### config.mk
export PLATFORM = sky130hd
export DESIGN_NAME = timer_status_flat
export DESIGN_NICKNAME = d
export VERILOG_FILES = /design/src/rtl/timer_status_if.sv /design/src/rtl/timer_status.sv /design/src/flat_wrapper.sv
export SDC_FILE = /design/constraint.sdc
export NUM_CORES = 1
export LEC_CHECK = 0
export BUFFER_PORTS_ARGS = -buffer_cell sky130_fd_sc_hd__buf_2
export CAP_MARGIN = 20
export CORE_UTILIZATION = 57
export CTS_CLUSTER_SIZE = 28
export DETAILED_ROUTE_END_ITERATION = 16
export HOLD_SLACK_MARGIN = 0.03
export PLACE_DENSITY = 0.79
export RECOVER_POWER = 100
export SETUP_SLACK_MARGIN = 0.5
export SKIP_LAST_GASP = 1
export SYNTH_ARGS = -nofsm -noshare
export SYNTH_HDL_FRONTEND = slang
export SYNTH_SLANG_ARGS = --single-unit
### constraint.sdc
create_clock -name clk -period 2.55 [get_ports clk]
set_input_delay 0.255 -clock clk [delete_from_list [all_inputs] [get_ports clk]]
set_output_delay 0.255 -clock clk [all_outputs]
set_load 0.02 [all_outputs]
### src/rtl/timer_status_if.sv
// Register-write bus into the OPL3 timer/status block.
// The host side drives it as master; the timer block receives it as slave.
interface timer_status_if #(
    parameter int DATA_WIDTH = 8
);
    logic                  reg_wr_valid;
    logic                  reg_wr_bank_num;
    logic [7:0]            reg_wr_address;
    logic [DATA_WIDTH-1:0] reg_wr_data;

    modport master (
        output reg_wr_valid,
        output reg_wr_bank_num,
        output reg_wr_address,
        output reg_wr_data
    );

    modport slave (
        input reg_wr_valid,
        input reg_wr_bank_num,
        input reg_wr_address,
        input reg_wr_data
    );
endinterface

### src/rtl/timer_status.sv
// OPL3 Timer 1/Timer 2 engine with the status byte and irq_n pin.
// Timers tick from prescaled sample_clk_en; flags are sticky until RST.
module timer_status #(
    parameter int T1_PRESCALE = 4,
    parameter int T2_DIVIDE   = 4,
    parameter int DATA_WIDTH  = 8
) (
    input  logic                 clk,
    input  logic                 ic_n,
    input  logic                 sample_clk_en,
    timer_status_if.slave        wr,
    input  logic                 force_timer_overflow,
    output logic [7:0]           status,
    output logic                 irq_n
);
    localparam int P1W = (T1_PRESCALE > 1) ? $clog2(T1_PRESCALE) : 1;
    localparam int P2W = (T2_DIVIDE > 1) ? $clog2(T2_DIVIDE) : 1;
    localparam logic [P1W-1:0] P1_LAST = P1W'(T1_PRESCALE - 1);
    localparam logic [P2W-1:0] P2_LAST = P2W'(T2_DIVIDE - 1);

    typedef logic [DATA_WIDTH-1:0] word_t;
    localparam word_t CNT_MAX = '1;

    logic [P1W-1:0] p1_q, p1_d;
    logic [P2W-1:0] p2_q, p2_d;
    word_t          t1p_q, t1p_d, t2p_q, t2p_d;
    word_t          cnt1_q, cnt1_d, cnt2_q, cnt2_d;
    logic           st1_q, st1_d, st2_q, st2_d;
    logic           mt1_q, mt1_d, mt2_q, mt2_d;
    logic           ft1_q, ft1_d, ft2_q, ft2_d;
    logic           irq_q, irq_d;
    logic           frc_q;

    logic wr_en, wr_t1p, wr_t2p, wr_ctl, wr_rst;
    logic tick1, tick2, frc_edge, ovf1, ovf2;
    logic unused_data;

    assign unused_data = ^wr.reg_wr_data;

    always_comb begin
        wr_en  = wr.reg_wr_valid && !wr.reg_wr_bank_num;
        wr_t1p = wr_en && (wr.reg_wr_address == 8'h02);
        wr_t2p = wr_en && (wr.reg_wr_address == 8'h03);
        wr_ctl = wr_en && (wr.reg_wr_address == 8'h04)
                 && !wr.reg_wr_data[7];
        wr_rst = wr_en && (wr.reg_wr_address == 8'h04)
                 && wr.reg_wr_data[7];

        tick1 = sample_clk_en && (p1_q == P1_LAST);
        tick2 = tick1 && (p2_q == P2_LAST);

        p1_d = p1_q;
        if (sample_clk_en)
            p1_d = tick1 ? '0 : p1_q + 1'b1;
        p2_d = p2_q;
        if (tick1)
            p2_d = tick2 ? '0 : p2_q + 1'b1;

        // A forced edge and a natural overflow merge into one event
        frc_edge = force_timer_overflow && !frc_q;
        ovf1 = st1_q && ((tick1 && cnt1_q == CNT_MAX) || frc_edge);
        ovf2 = st2_q && tick2 && (cnt2_q == CNT_MAX);

        t1p_d = wr_t1p ? wr.reg_wr_data : t1p_q;
        t2p_d = wr_t2p ? wr.reg_wr_data : t2p_q;
        st1_d = wr_ctl ? wr.reg_wr_data[0] : st1_q;
        st2_d = wr_ctl ? wr.reg_wr_data[1] : st2_q;
        mt1_d = wr_ctl ? wr.reg_wr_data[6] : mt1_q;
        mt2_d = wr_ctl ? wr.reg_wr_data[5] : mt2_q;

        cnt1_d = cnt1_q;
        if (st1_d && !st1_q)
            cnt1_d = t1p_q;
        else if (ovf1)
            cnt1_d = t1p_q;
        else if (st1_q && tick1)
            cnt1_d = cnt1_q + 1'b1;

        cnt2_d = cnt2_q;
        if (st2_d && !st2_q)
            cnt2_d = t2p_q;
        else if (ovf2)
            cnt2_d = t2p_q;
        else if (st2_q && tick2)
            cnt2_d = cnt2_q + 1'b1;

        // Clear first, then set: a coincident overflow survives RST
        ft1_d = (ft1_q && !wr_rst) || (ovf1 && !mt1_q);
        ft2_d = (ft2_q && !wr_rst) || (ovf2 && !mt2_q);
        irq_d = ft1_d || ft2_d;
    end

    always_ff @(posedge clk) begin
        if (!ic_n) begin
            p1_q   <= '0;
            p2_q   <= '0;
            t1p_q  <= '0;
            t2p_q  <= '0;
            cnt1_q <= '0;
            cnt2_q <= '0;
            st1_q  <= 1'b0;
            st2_q  <= 1'b0;
            mt1_q  <= 1'b0;
            mt2_q  <= 1'b0;
            ft1_q  <= 1'b0;
            ft2_q  <= 1'b0;
            irq_q  <= 1'b0;
            frc_q  <= 1'b0;
        end else begin
            p1_q   <= p1_d;
            p2_q   <= p2_d;
            t1p_q  <= t1p_d;
            t2p_q  <= t2p_d;
            cnt1_q <= cnt1_d;
            cnt2_q <= cnt2_d;
            st1_q  <= st1_d;
            st2_q  <= st2_d;
            mt1_q  <= mt1_d;
            mt2_q  <= mt2_d;
            ft1_q  <= ft1_d;
            ft2_q  <= ft2_d;
            irq_q  <= irq_d;
            frc_q  <= force_timer_overflow;
        end
    end

    assign status = {irq_q, ft1_q, ft2_q, 5'b0};
    assign irq_n  = !irq_q;
endmodule

### src/flat_wrapper.sv
// flat-port wrapper written by rule: the top's interface ports become plain ports
module timer_status_flat 
#(
    parameter int T1_PRESCALE = 4,
    parameter int T2_DIVIDE   = 4,
    parameter int DATA_WIDTH  = 8
)
  (clk, ic_n, sample_clk_en, force_timer_overflow, status, irq_n, wr_reg_wr_valid, wr_reg_wr_bank_num, wr_reg_wr_address, wr_reg_wr_data);
  timer_status_if #(.DATA_WIDTH(DATA_WIDTH)) wr_i ();
  input  logic clk;
  input  logic ic_n;
  input  logic sample_clk_en;
  input  logic force_timer_overflow;
  output logic [7:0] status;
  output logic irq_n;
  input wire logic [$bits(wr_i.reg_wr_valid)-1:0] wr_reg_wr_valid;
  input wire logic [$bits(wr_i.reg_wr_bank_num)-1:0] wr_reg_wr_bank_num;
  input wire logic [$bits(wr_i.reg_wr_address)-1:0] wr_reg_wr_address;
  input wire logic [$bits(wr_i.reg_wr_data)-1:0] wr_reg_wr_data;
  assign wr_i.reg_wr_valid = wr_reg_wr_valid;
  assign wr_i.reg_wr_bank_num = wr_reg_wr_bank_num;
  assign wr_i.reg_wr_address = wr_reg_wr_address;
  assign wr_i.reg_wr_data = wr_reg_wr_data;
  timer_status #(.T1_PRESCALE(T1_PRESCALE), .T2_DIVIDE(T2_DIVIDE), .DATA_WIDTH(DATA_WIDTH)) u_core (.clk(clk), .ic_n(ic_n), .sample_clk_en(sample_clk_en), .wr(wr_i), .force_timer_overflow(force_timer_overflow), .status(status), .irq_n(irq_n));
endmodule
After elaboration in Yosys (flattened, before gate mapping)
Cells that the tools add are included.
Storage, ports and cells
  input port bits: 22
  logic and storage cells: 70
  register bits after elaboration: 44
  output and inout bits: 9
Operators by class
  reduce and logical (&&, ||, !) cells: 35
  add/subtract/negate cells: 4
  multiplexer cells: 10
  equal/unequal tests: 7
Operators with widths (number)
  two-way mux 8 bit: 6
  logical AND 1 bit: 20
  adder 8 x 1 -> 8 bit, second input constant: 2
  equality test 8 x 2 -> 1 bit, second input constant: 2
  equality test 8 bit, second input constant: 2
  zero test 1 bit: 9
  equality test 8 x 3 -> 1 bit, second input constant: 1
  nonzero test 3 bit: 2
  adder 2 x 1 -> 2 bit, second input constant: 2
  equality test 2 bit, second input constant: 2
  logical OR 1 bit: 4
  two-way mux 2 bit: 2
  two-way mux 1 bit: 2

Depth between registers and ports, before layout
Gate-level depths: netlist of the first run.
  depth after elaboration: 8
  depth in mapped cells: 7
  mapped depth without buffers: 5

Least setup slack after synthesis of the first run
Ideal clock, no wire load.
  path type: register to register
  from: reg u_core.p1_q[0]
  to: reg u_core.cnt2_q[0]
  period minus slack after synthesis: 1798 ps
  stages on the path, launching flop included: 8
  arrival time: 1673 ps
  setup time: 126 ps
  path slack: 752 ps
  path buffers: 2
  path through: dfxtp_1 > ha_1 > buf_2 > nand4_1 > or3_1 > clkbuf_1 > a21oi_1 > o21ai_0
Between the ends
  longest elaborated chain between the ends: 7
  elaborated cells between the ends (all ways): 8
  those cells by class: eq/ne (1); mux (2); reduce/logical (5)
Ends and longest elaborated chain
  start, declared: line timer_status.sv:24  | logic [P1W-1:0] p1_q, p1_d;
  start signal, assigned: line timer_status.sv:110  | p1_q <= p1_d;
  equality test 2 bit (*): line timer_status.sv:49  | tick1 = sample_clk_en && (p1_q == P1_LAST);
  logical AND 1 bit (*): line timer_status.sv:49
  logical AND 1 bit (*): line timer_status.sv:50  | tick2 = tick1 && (p2_q == P2_LAST);
  logical AND 1 bit (*): line timer_status.sv:62, timer_status.sv:84
  logical AND 1 bit: line timer_status.sv:62  | ovf2 = st2_q && tick2 && (cnt2_q == CNT_MAX);
  two-way mux 8 bit: line timer_status.sv:82  | else if (ovf2)
  two-way mux 8 bit: line timer_status.sv:80  | if (st2_d && !st2_q)
  end signal, assigned: line timer_status.sv:115  | cnt2_q <= cnt2_d;
  end, declared: line timer_status.sv:27  | word_t cnt1_q, cnt1_d, cnt2_q, cnt2_d;
Every way passes the cells marked *; elsewhere a longest branch is shown, timed or not.
A chain may end at the register's enable or synchronous reset.

Final worst setup path of the first run
  from: reg u_core.p1_q[0]
  to: reg u_core.cnt1_q[4]
Between the ends
  longest elaborated chain between the ends: 7
  elaborated cells between the ends (all ways): 9
  those cells by class: eq/ne (1); mux (2); reduce/logical (6)
Ends and longest elaborated chain
  equality test 2 bit (*): line timer_status.sv:49
  logical AND 1 bit (*): line timer_status.sv:49
  logical AND 1 bit: line timer_status.sv:61  | ovf1 = st1_q && ((tick1 && cnt1_q == CNT_MAX) || frc_edge);
  logical OR 1 bit: line timer_status.sv:61
  logical AND 1 bit: line timer_status.sv:61
  two-way mux 8 bit: line timer_status.sv:74  | else if (ovf1)
  two-way mux 8 bit: line timer_status.sv:72  | if (st1_d && !st1_q)
  end signal, assigned: line timer_status.sv:114  | cnt1_q <= cnt1_d;
  end, declared: line timer_status.sv:27
Marked as above.

==> results of run 1 <==
## sequential cells by signal (all words and copies together), names as in the netlist
signal and flops:
u_core.t2p_q 8, u_core.t1p_q 8, u_core.irq_q 1, u_core.st2_q 1
u_core.p1_q 2, u_core.cnt1_q 8, u_core.mt1_q 1, u_core.mt2_q 1
u_core.ft1_q 1, u_core.st1_q 1, u_core.cnt2_q 8, u_core.frc_q 1
u_core.p2_q 2, u_core.ft2_q 1
## where the power goes
group	total, mW	internal (mW)	leakage, nW	switching [mW]
Combinational	0.0696	0.0230	0.537	0.0466
Clock	0.548	0.295	0.0583	0.253
Sequential	0.692	0.690	0.355	0.00237
## metal layers
| metal | wire, µm | GRT usage |
|---|---|---|
| met1 | 2300 | 0.334 |
| met2 | 2430 | 0.387 |
| met3 | 319 | 0.0642 |
| met4 | 95 | 0.114 |
| met5 | 0 | 0 |
## layout make-up
class | count | area [µm²]
Multi-Input combinational cell | 190 | 1250
Fill cell | 335 | 1230
Sequential cell | 44 | 881
Timing Repair Buffer | 33 | 179
Clock buffer | 5 | 68.8
Tap cell | 48 | 60.1
Clock inverter | 3 | 47.5
Inverter | 7 | 26.3
## metrics by stage
stage | instance area (µm²) | util | cells
4_1_cts | 2520 | 0.672 | 326
2_1_floorplan | 2300 | - | 261
3_3_place_gp | 2400 | 0.641 | 318
3_5_place_dp | 2400 | 0.641 | 318
5_1_grt | 2510 | 0.670 | 330
6_report | 2510 | 0.670 | 330
## placed cells by master, fill, tap and decap left out, types with 7 or more instances in the layout
cell,Yosys,final
inv_1,7,7
nand4_1,9,9
dfxtp_1,44,44
nor2_1,25,25
nand3_1,13,13
clkbuf_1,6,9
o21ai_0,10,10
nand2_1,17,17
a21oi_1,7,9
buf_2,3,19
nor3_1,9,9
mux2i_1,27,27
## repair_timing
| item | 4_1_cts | 5_1_grt |
|---|---|---|
| setup buffers | 0 | 4 |
| hold endpoints to repair | 0 | 0 |
| gates resized for setup | 0 | 1 |
| setup endpoints to repair | 0 | 17 |
## cell families (layout without fill, tap and decap cells)
kind of cell	after synthesis	count (layout)	synth area share
xor+xnor	4	4	0.0154
other cells	1	5	0.00164
mux	29	29	0.128
fa+ha+maj	4	4	0.0219
flops	44	44	0.386
simple gates	104	104	0.242
buf+inv	27	48	0.0625
compound gates	44	44	0.142
## path summary, 6_finish.rpt
check,endpoint,depth (start not counted)
hold / removal,u_core.frc_q,2
setup / recovery,u_core.cnt1_q[4],6
setup reg to reg,u_core.cnt1_q[4],6
hold reg to reg,u_core.cnt1_q[1],2
==> metrics.yaml, run 1 <==
logic_synthesis:
  async_flop_share: 0
  synth.cell_area_mm2: 0.00228
  synth.most_common_cell: "dfxtp_1"
  synth_edf_count: 0
  syn_inst: 257
  syn_avg_cell_area_um2: 8.88
  synth_commonest_cells: "44 x dfxtp_1, 27 x mux2i_1, 25 x nor2_1"
  synth_top_area_frac: 0.386
  yosysWarnings: 0
  ys_seq_elements: 44
  synth.distinct_cells: 48
  synth-main-ff-cell: "dfxtp_1"
  synth_seq_area_share: 0.386
  netlist_top_cells_area: "dfxtp_1 39%, mux2i_1 12%, nor2_1 4.1%, nand3_1 2.9%, nand2_1 2.8%"
  yosysTopAreaCell: "dfxtp_1"
final_layout:
  final_layout_size_suffix_gt1_frac: 0.152
  antenna_cells: 0
  fin_nets: 307
  area_delta_synth_final_pct: 9.98
critical_path:
  worst-path-buf-inv: 1
  critical_path.cell_chain: "ha_1 > nand2_1 > or3_1 > a31oi_1 > buf_12 > mux2i_1"
  cp.required_ns: 2.79
  cp_max_fo: 9
  cp-start-kind: "register"
  crit_type: "register to register"
  rrSetupSlack_ns: 0.41
  cp_top_family: "simple AND/OR/NAND/NOR gates"
  r2r_start: "u_core.p1_q[0]"
  worst_setup_path_end_kind: "register"
  critPathArrivalTime_ns: 2.38
  critPathLaunch: "u_core.p1_q[0]"
  slowest_stage: "or3_1"
  cpPeakStageDelay_ns: 0.45
timing:
  finalCritPeriodShare: 0.839
  hold_viol_final: 0
  finClkSkew_ns: 0.00953
  rsz0062_at_grt: "false"
  max_freq_mhz: 467
  setup_tns_ns: 0
  fin_ws_ns: 0.411
  relSlewSlack: 0.161
  final-max-slew-violation-count: 0
  min_period_ns: 2.14
  worst_slew_pin_slew_ns: 1.26
  worst_hold_slack_ns: 0.165
  finalSetupViolCount: 0
clocking:
  insertion_delay_ns: 0.31
  htree_levels: 2
  cts_buffers: 5
  cts_sinks: 44
  postCtsHoldBufs: 0
  clk_pin_slew_ns: 0.08
  cts-root-buf: "clkbuf_8"
  clockBufferDepth: 2
  tritoncts: "yes"
min_path:
  min_from: "force_timer_overflow"
  hold_path.class: "input pin to register"
die:
  die_y_um: 65.3
  std_cell_rows: 22
  dieArea_mm2: 0.00426
  core-area_mm2: 0.00374
  initial_core_util: 0.609
  num_io_pins: 31
  dieWidth_um: 65.3
grt:
  grt_pass1_vias: 1757
  grtUsageTotal: 0.253
  grt_max_degree: 28
  grt_pass1_wl_mm: 8.02
  antenna_found_initial: 0
  grt_overflow: 0
placement:
  io_buffers: 25
  place.gp.congestion: 0.840
  post-place-ws_ns: 0.521
  hpwl_mm: 3.48
detailed_routing:
  postRouteAntennaNets: 0
  drc: 0
  viasPerCell: 5.94
  drt_iter0_markers: 89
  drt_first_pass_iters: 4
  vias: 1961
  avgRoutedWirePerCell_um: 15.6
  wirelength_mm: 5.15
status:
  outcome: "finished clean"
flow_run:
  cap_violations: 0
power:
  p_leak_nw: 0.951
  pwr_density_cell_mw_per_mm2: 522
  p_total_mw: 1.31
  vdd_ir_drop_max_mv: 0.424
No activity file was read; power rests on OpenSTA's default activity.
==> run 2: changes to the inputs <==
Clock period 2.55 ns to 2 ns, I/O delays scaled along.
==> metrics.yaml, run 2 (synthesis gave the netlist of run 1 again) <==
critical_path:
  rrSetupSlack_ns: 0.23  # was 0.41 ns
  worst_setup_path_end_kind: "register"  # unchanged
  r2r_start: "u_core.p1_q[0]"  # unchanged
  reg2reg_to: "u_core.cnt1_q[0]"  # was u_core.cnt1_q[4]
  crit_type: "input pin to register"  # was register to register
  cp-start-kind: "input pin"  # was register
  r2r_cells: 6  # unchanged
  cp_max_fo: 8  # was 9
  critPathArrivalTime_ns: 1.93  # was 2.38 ns
  cp.required_ns: 2.16  # was 2.79 ns
min_path:
  hold_path_depth: 2  # unchanged
  hold_path.class: "input pin to register"  # unchanged
  holdPathEnd: "u_core.frc_q"  # unchanged
  min_from: "force_timer_overflow"  # unchanged
placement:
  place.gp.congestion: 0.882  # was 0.840
  hpwl_mm: 3.78  # was 3.48 mm
  io_buffers: 25  # unchanged
final_layout:
  antenna_cells: 0  # unchanged
  final_common_cell: "dfxtp_1"  # unchanged
  fin_util: 0.714  # was 0.670
  fin_nets: 318  # was 307
  final_layout_size_suffix_gt1_frac: 0.250  # was 0.152
  mostFrequentLayoutCells: "34 x dfxtp_1, 27 x mux2i_1, 25 x nor2_1, 18 x buf_2, 17 x nand2_1"  # was 44 x dfxtp_1, 27 x mux2i_1, 25 x nor2_1, 19 x buf_2, 17 x nand2_1
  area_delta_synth_final_pct: 17.1  # was 9.98%
  n_fill_cell: 304  # was 335
clocking:
  cts_buffers: 5  # unchanged
  htree_levels: 2  # unchanged
  insertion_delay_ns: 0.30  # was 0.31 ns
  clk_pin_slew_ns: 0.08  # about the same
  cts_sinks: 44  # unchanged
  postCtsHoldBufs: 0  # unchanged
  tritoncts: "yes"  # unchanged
  cts-root-buf: "clkbuf_8"  # unchanged
  clockBufferDepth: 2  # unchanged
power:
  p_leak_nw: 0.982  # was 0.951 nW
  pwr_density_cell_mw_per_mm2: 570  # was 522 mW/mm²
  p_total_mw: 1.52  # was 1.31 mW
  vdd_ir_drop_max_mv: 0.471  # was 0.424 mV
die:
  num_io_pins: 31  # unchanged
  dieArea_mm2: 0.00426  # unchanged
  std_cell_rows: 22  # unchanged
  die_y_um: 65.3  # unchanged
  core-area_mm2: 0.00374  # unchanged
  initial_core_util: 0.609  # unchanged
  dieWidth_um: 65.3  # unchanged
timing:
  setup_tns_ns: 0  # unchanged
  rsz0062_at_grt: "true"  # was false
  min_period_ns: 1.78
  hold_viol_final: 0  # unchanged
  max_freq_mhz: 563
  finalCritPeriodShare: 0.888
  worst_slew_pin_slew_ns: 0.826  # was 1.26 ns
  finalSetupViolCount: 0  # unchanged
  worst_hold_slack_ns: 0.132  # was 0.165 ns
  final-max-slew-violation-count: 0  # unchanged
  finClkSkew_ns: 0.00953  # about the same
  relSlewSlack: 0.449  # was 0.161
grt:
  grt_pass1_vias: 1867  # was 1,757
  grt_max_degree: 20  # was 28
  antenna_found_initial: 0  # unchanged
  grtUsageTotal: 0.270  # was 0.253
  grt_pass1_wl_mm: 8.67  # was 8.02 mm
  grt_overflow: 0  # unchanged
detailed_routing:
  drc: 0  # unchanged
  drt_iter0_markers: 112  # was 89
  postRouteAntennaNets: 0  # unchanged
  viasPerCell: 6.17  # was 5.94
  drt_first_pass_iters: 5  # was 4
  avgRoutedWirePerCell_um: 15.9  # was 15.6 µm
  wirelength_mm: 5.42  # was 5.15 mm
  vias: 2097  # was 1,961
status:
  outcome: "finished clean"  # unchanged
flow_run:
  cap_violations: 0  # unchanged
==> run 2: layer usage <==
metal  GRT usage  share of wire  up-vias
li1            -              -      990
met5           0              0        -
met4       0.101          0.025        0
met1       0.349           0.44     1006
met2       0.438           0.47       85
met3      0.0590          0.065       16
==> run 2: repair_timing <==
item / in CTS / in global routing
buffers inserted: 8 / 1
resized for setup: 12 / 8
pin swaps: 7 / 8
setup endpoints to repair: 19 / 24
==> run 2: stage by stage <==
step	cell area (µm²)	setup WS, ns	cells
final	2670	0.224	340
after global routing	2670	0.141	340
after CTS	2690	0.388	339
after detailed placement	2490	0.216	324
after global placement	2490	0.246	324
after floorplan	2370	0.379	261
==> run 2: worst max-delay path by stage <==
stage,from,to,slack [ns],cells after the start
CTS,u_core.p1_q[0],u_core.cnt1_q[6],0.39,6
global route,u_core.p1_q[0],u_core.cnt1_q[1],0.14,6
finish,wr_reg_wr_address[5],u_core.t1p_q[6],0.22,6
global placement,wr_reg_wr_address[5],u_core.mt1_q,0.25,5
detailed placement,wr_reg_wr_address[5],u_core.mt1_q,0.22,5
floorplan,u_core.p1_q[0],u_core.cnt2_q[7],0.38,7
==> run 2: final cells by class <==
cell class / count / area [µm²] / share of cell area
multi-input cells: 190 / 1360 / 0.509
clock inverters: 2 / 12.5 / 0.00468
well taps: 48 / 60.1 / 0.0225
flip-flops and latches: 44 / 896 / 0.335
clock buffers: 5 / 68.8 / 0.0258
inverters: 7 / 26.3 / 0.00984
repair buffers: 44 / 249 / 0.0932
==> run 2: power breakdown <==
group / total [mW] / leakage [nW] / internal, mW / switching [mW]
combinational: 0.101 / 0.582 / 0.0368 / 0.0646
clock: 0.539 / 0.0400 / 0.237 / 0.302
sequential: 0.883 / 0.360 / 0.879 / 0.00408
==> run 2: critical path, stage by stage <==
cell	delay (ns)
clkbuf_1	0.10
or4_4	0.58
nor4b_4	0.22
clkbuf_1	0.52
mux2i_1	0.25
nor2_1	0.06
==> run 3: changes to the inputs <==
--- a/config.mk
+++ b/config.mk
@@ -6,5 +6,5 @@
 export NUM_CORES = 1
 export LEC_CHECK = 0
-export BUFFER_PORTS_ARGS = -buffer_cell sky130_fd_sc_hd__buf_2
+export BUFFER_PORTS_ARGS = -buffer_cell sky130_fd_sc_hd__buf_4
 export CAP_MARGIN = 20
 export CORE_UTILIZATION = 57
==> constraint.sdc (replaced) <==
create_clock -name clk -period 2 [get_ports clk]
set_input_delay 0.1 -clock clk [delete_from_list [all_inputs] [get_ports clk]]
set_output_delay 0.1 -clock clk [all_outputs]
set_load 0.02 [all_outputs]
==> metrics.yaml, run 3 (synthesis gave the netlist of run 1 again) <==
final_layout:
  fin_nets: 323  # was 318
  final_layout_size_suffix_gt1_frac: 0.282  # was 0.250
  fin_area_mm2: 0.00283  # was 0.00267 mm²
  mostFrequentLayoutCells: "36 x dfxtp_1, 34 x buf_4, 27 x mux2i_1, 25 x nor2_1, 17 x nand2_1"  # was 34 x dfxtp_1, 27 x mux2i_1, 25 x nor2_1, 18 x buf_2, 17 x nand2_1
  final_common_cell: "dfxtp_1"  # unchanged
  area_delta_synth_final_pct: 24.1  # was 17.1%
  antenna_cells: 0  # unchanged
critical_path:
  worst-path-buf-inv: 1  # was 2
  cpPeakStageDelay_ns: 0.42  # was 0.58 ns
  crit_type: "register to register"  # was input pin to register
  slowest_stage: "or3_1"  # was or4_4
  worst_setup_path_end_kind: "register"  # unchanged
  cp.required_ns: 2.23  # was 2.16 ns
  critical_path.cell_chain: "ha_4 > nand2_1 > or3_1 > a31oi_1 > buf_12 > mux2i_1"  # was clkbuf_1 > or4_4 > nor4b_4 > clkbuf_1 > mux2i_1 > nor2_1
  cp_top_family: "simple AND/OR/NAND/NOR gates"  # unchanged
  critPathArrivalTime_ns: 2.02  # was 1.93 ns
  cp_max_fo: 8  # unchanged
  cp-start-kind: "register"  # was input pin
detailed_routing:
  drc: 0  # unchanged
  postRouteAntennaNets: 0  # unchanged
  avgRoutedWirePerCell_um: 16.3  # was 15.9 µm
  vias: 2053  # was 2,097
  drt_iter0_markers: 153  # was 112
  viasPerCell: 5.93  # was 6.17
  drt_first_pass_iters: 6  # was 5
  wirelength_mm: 5.65  # was 5.42 mm
timing:
  final-max-slew-violation-count: 0  # unchanged
  setup_tns_ns: 0  # unchanged
  worst_slew_pin_slew_ns: 0.832  # was 0.826 ns
  rsz0062_at_grt: "true"  # unchanged
  hold_viol_final: 0  # unchanged
  finClkSkew_ns: 0.00901  # was 0.00953 ns
  finalSetupViolCount: 0  # unchanged
  min_period_ns: 1.80  # was 1.78 ns
  relSlewSlack: 0.445  # was 0.449
  finalCritPeriodShare: 0.899  # was 0.888
  max_freq_mhz: 556  # was 563 MHz
min_path:
  hold_path.class: "input pin to register"  # unchanged
die:
  std_cell_rows: 22  # unchanged
  initial_core_util: 0.609  # unchanged
  core-area_mm2: 0.00374  # unchanged
  dieArea_mm2: 0.00426  # unchanged
  num_io_pins: 31  # unchanged
  die_y_um: 65.3  # unchanged
  dieWidth_um: 65.3  # unchanged
power:
  p_switching_uw: 385  # was 371 µW
  p_int_mw: 1.34  # was 1.15 mW
  switching_share: 0.223  # was 0.243
  vdd_ir_drop_max_mv: 0.417  # was 0.471 mV
  seqPwrFrac: 0.513  # was 0.580
  pwr_density_cell_mw_per_mm2: 608  # was 570 mW/mm²
  p_leak_nw: 1.08  # was 0.982 nW
  pwr-share-comb: 0.065  # was 0.067
  pwr-share-clk: 0.422  # was 0.354
clocking:
  clk_pin_slew_ns: 0.09  # was 0.08 ns
  insertion_delay_ns: 0.30  # about the same
  clockBufferDepth: 2  # unchanged
  htree_levels: 2  # unchanged
  tritoncts: "yes"  # unchanged
  cts_sinks: 44  # unchanged
  cts_buffers: 5  # unchanged
  cts-root-buf: "clkbuf_8"  # unchanged
grt:
  grtUsageTotal: 0.289  # was 0.270
  grt_pass1_wl_mm: 9.15  # was 8.67 mm
  antenna_found_initial: 0  # unchanged
  grt_pass1_vias: 1938  # was 1,867
  grt_overflow: 0  # unchanged
  grt_max_degree: 20  # unchanged
placement:
  hpwl_mm: 3.72  # was 3.78 mm
  place.gp.congestion: 0.826  # was 0.882
  postPlaceCellArea_mm2: 0.00254  # was 0.00249 mm²
  io_buffers: 25  # unchanged
flow_run:
  cap_violations: 0  # unchanged
status:
  outcome: "finished clean"  # unchanged
## run 3: final timing paths
path	startpoint	end	slack (ns)	depth (start not counted)
setup / recovery	u_core.p1_q[1]	u_core.cnt1_q[2]	0.20	6
hold / removal	wr_reg_wr_data[4]	u_core.t2p_q[4]	0.04	3
setup reg to reg	u_core.p1_q[1]	u_core.cnt1_q[2]	0.20	6
hold reg to reg	u_core.t1p_q[1]	u_core.cnt1_q[1]	0.47	2
## run 3: worst reg2reg max path, cell delays in order, from the launching register on
cell and delay [ns]:
dfxtp_1 0.39, ha_4 0.18, nand2_1 0.07, or3_1 0.42, a31oi_1 0.30, buf_12 0.18
mux2i_1 0.19
## run 3: repair_timing
item | CTS | global route
endpoints found under the setup margin | 18 | 18
hold endpoints to repair | 1 | 0
resized for setup | 18 | 12
hold buffers | 1 | 0
buffers inserted | 11 | 3
pin swaps | 18 | 4
## run 3: metrics by stage
step | util | worst slack, ns | std cells | power, mW | hold slack [ns]
floorplan | - | 0.386 | 261 | 0.966 | 0.222
global placement | 0.678 | 0.264 | 323 | 1.01 | 0.316
detailed placement | 0.678 | 0.229 | 323 | 1.01 | 0.319
CTS | 0.758 | 0.408 | 343 | 1.73 | 0.0446
global route | 0.756 | 0.136 | 346 | 1.77 | 0.0540
finish | 0.756 | 0.201 | 346 | 1.72 | 0.0431
## run 3: cell type report
class | instances | area [µm²]
inverters | 7 | 26.3
clock inverters | 2 | 38.8
well taps | 48 | 60.1
flip-flops and latches | 44 | 893
clock buffers | 6 | 82.6
fillers | 279 | 912
multi-input cells | 190 | 1380
repair buffers | 49 | 353
## run 3: power groups by stage
stage          clock network [mW]  registers, mW  logic [mW]
2_1_floorplan                   0          0.905      0.0610
3_3_place_gp                    0          0.905       0.106
3_5_place_dp                    0          0.905       0.107
4_1_cts                     0.729          0.883       0.115
5_1_grt                     0.763          0.883       0.123
6_report                    0.727          0.883       0.112
## run 3: routing by layer
metal | part of all wire | global-route usage
met1 | 0.44 | 0.373
met3 | 0.062 | 0.0503
met2 | 0.48 | 0.465
met5 | 0 | 0
met4 | 0.017 | 0.133
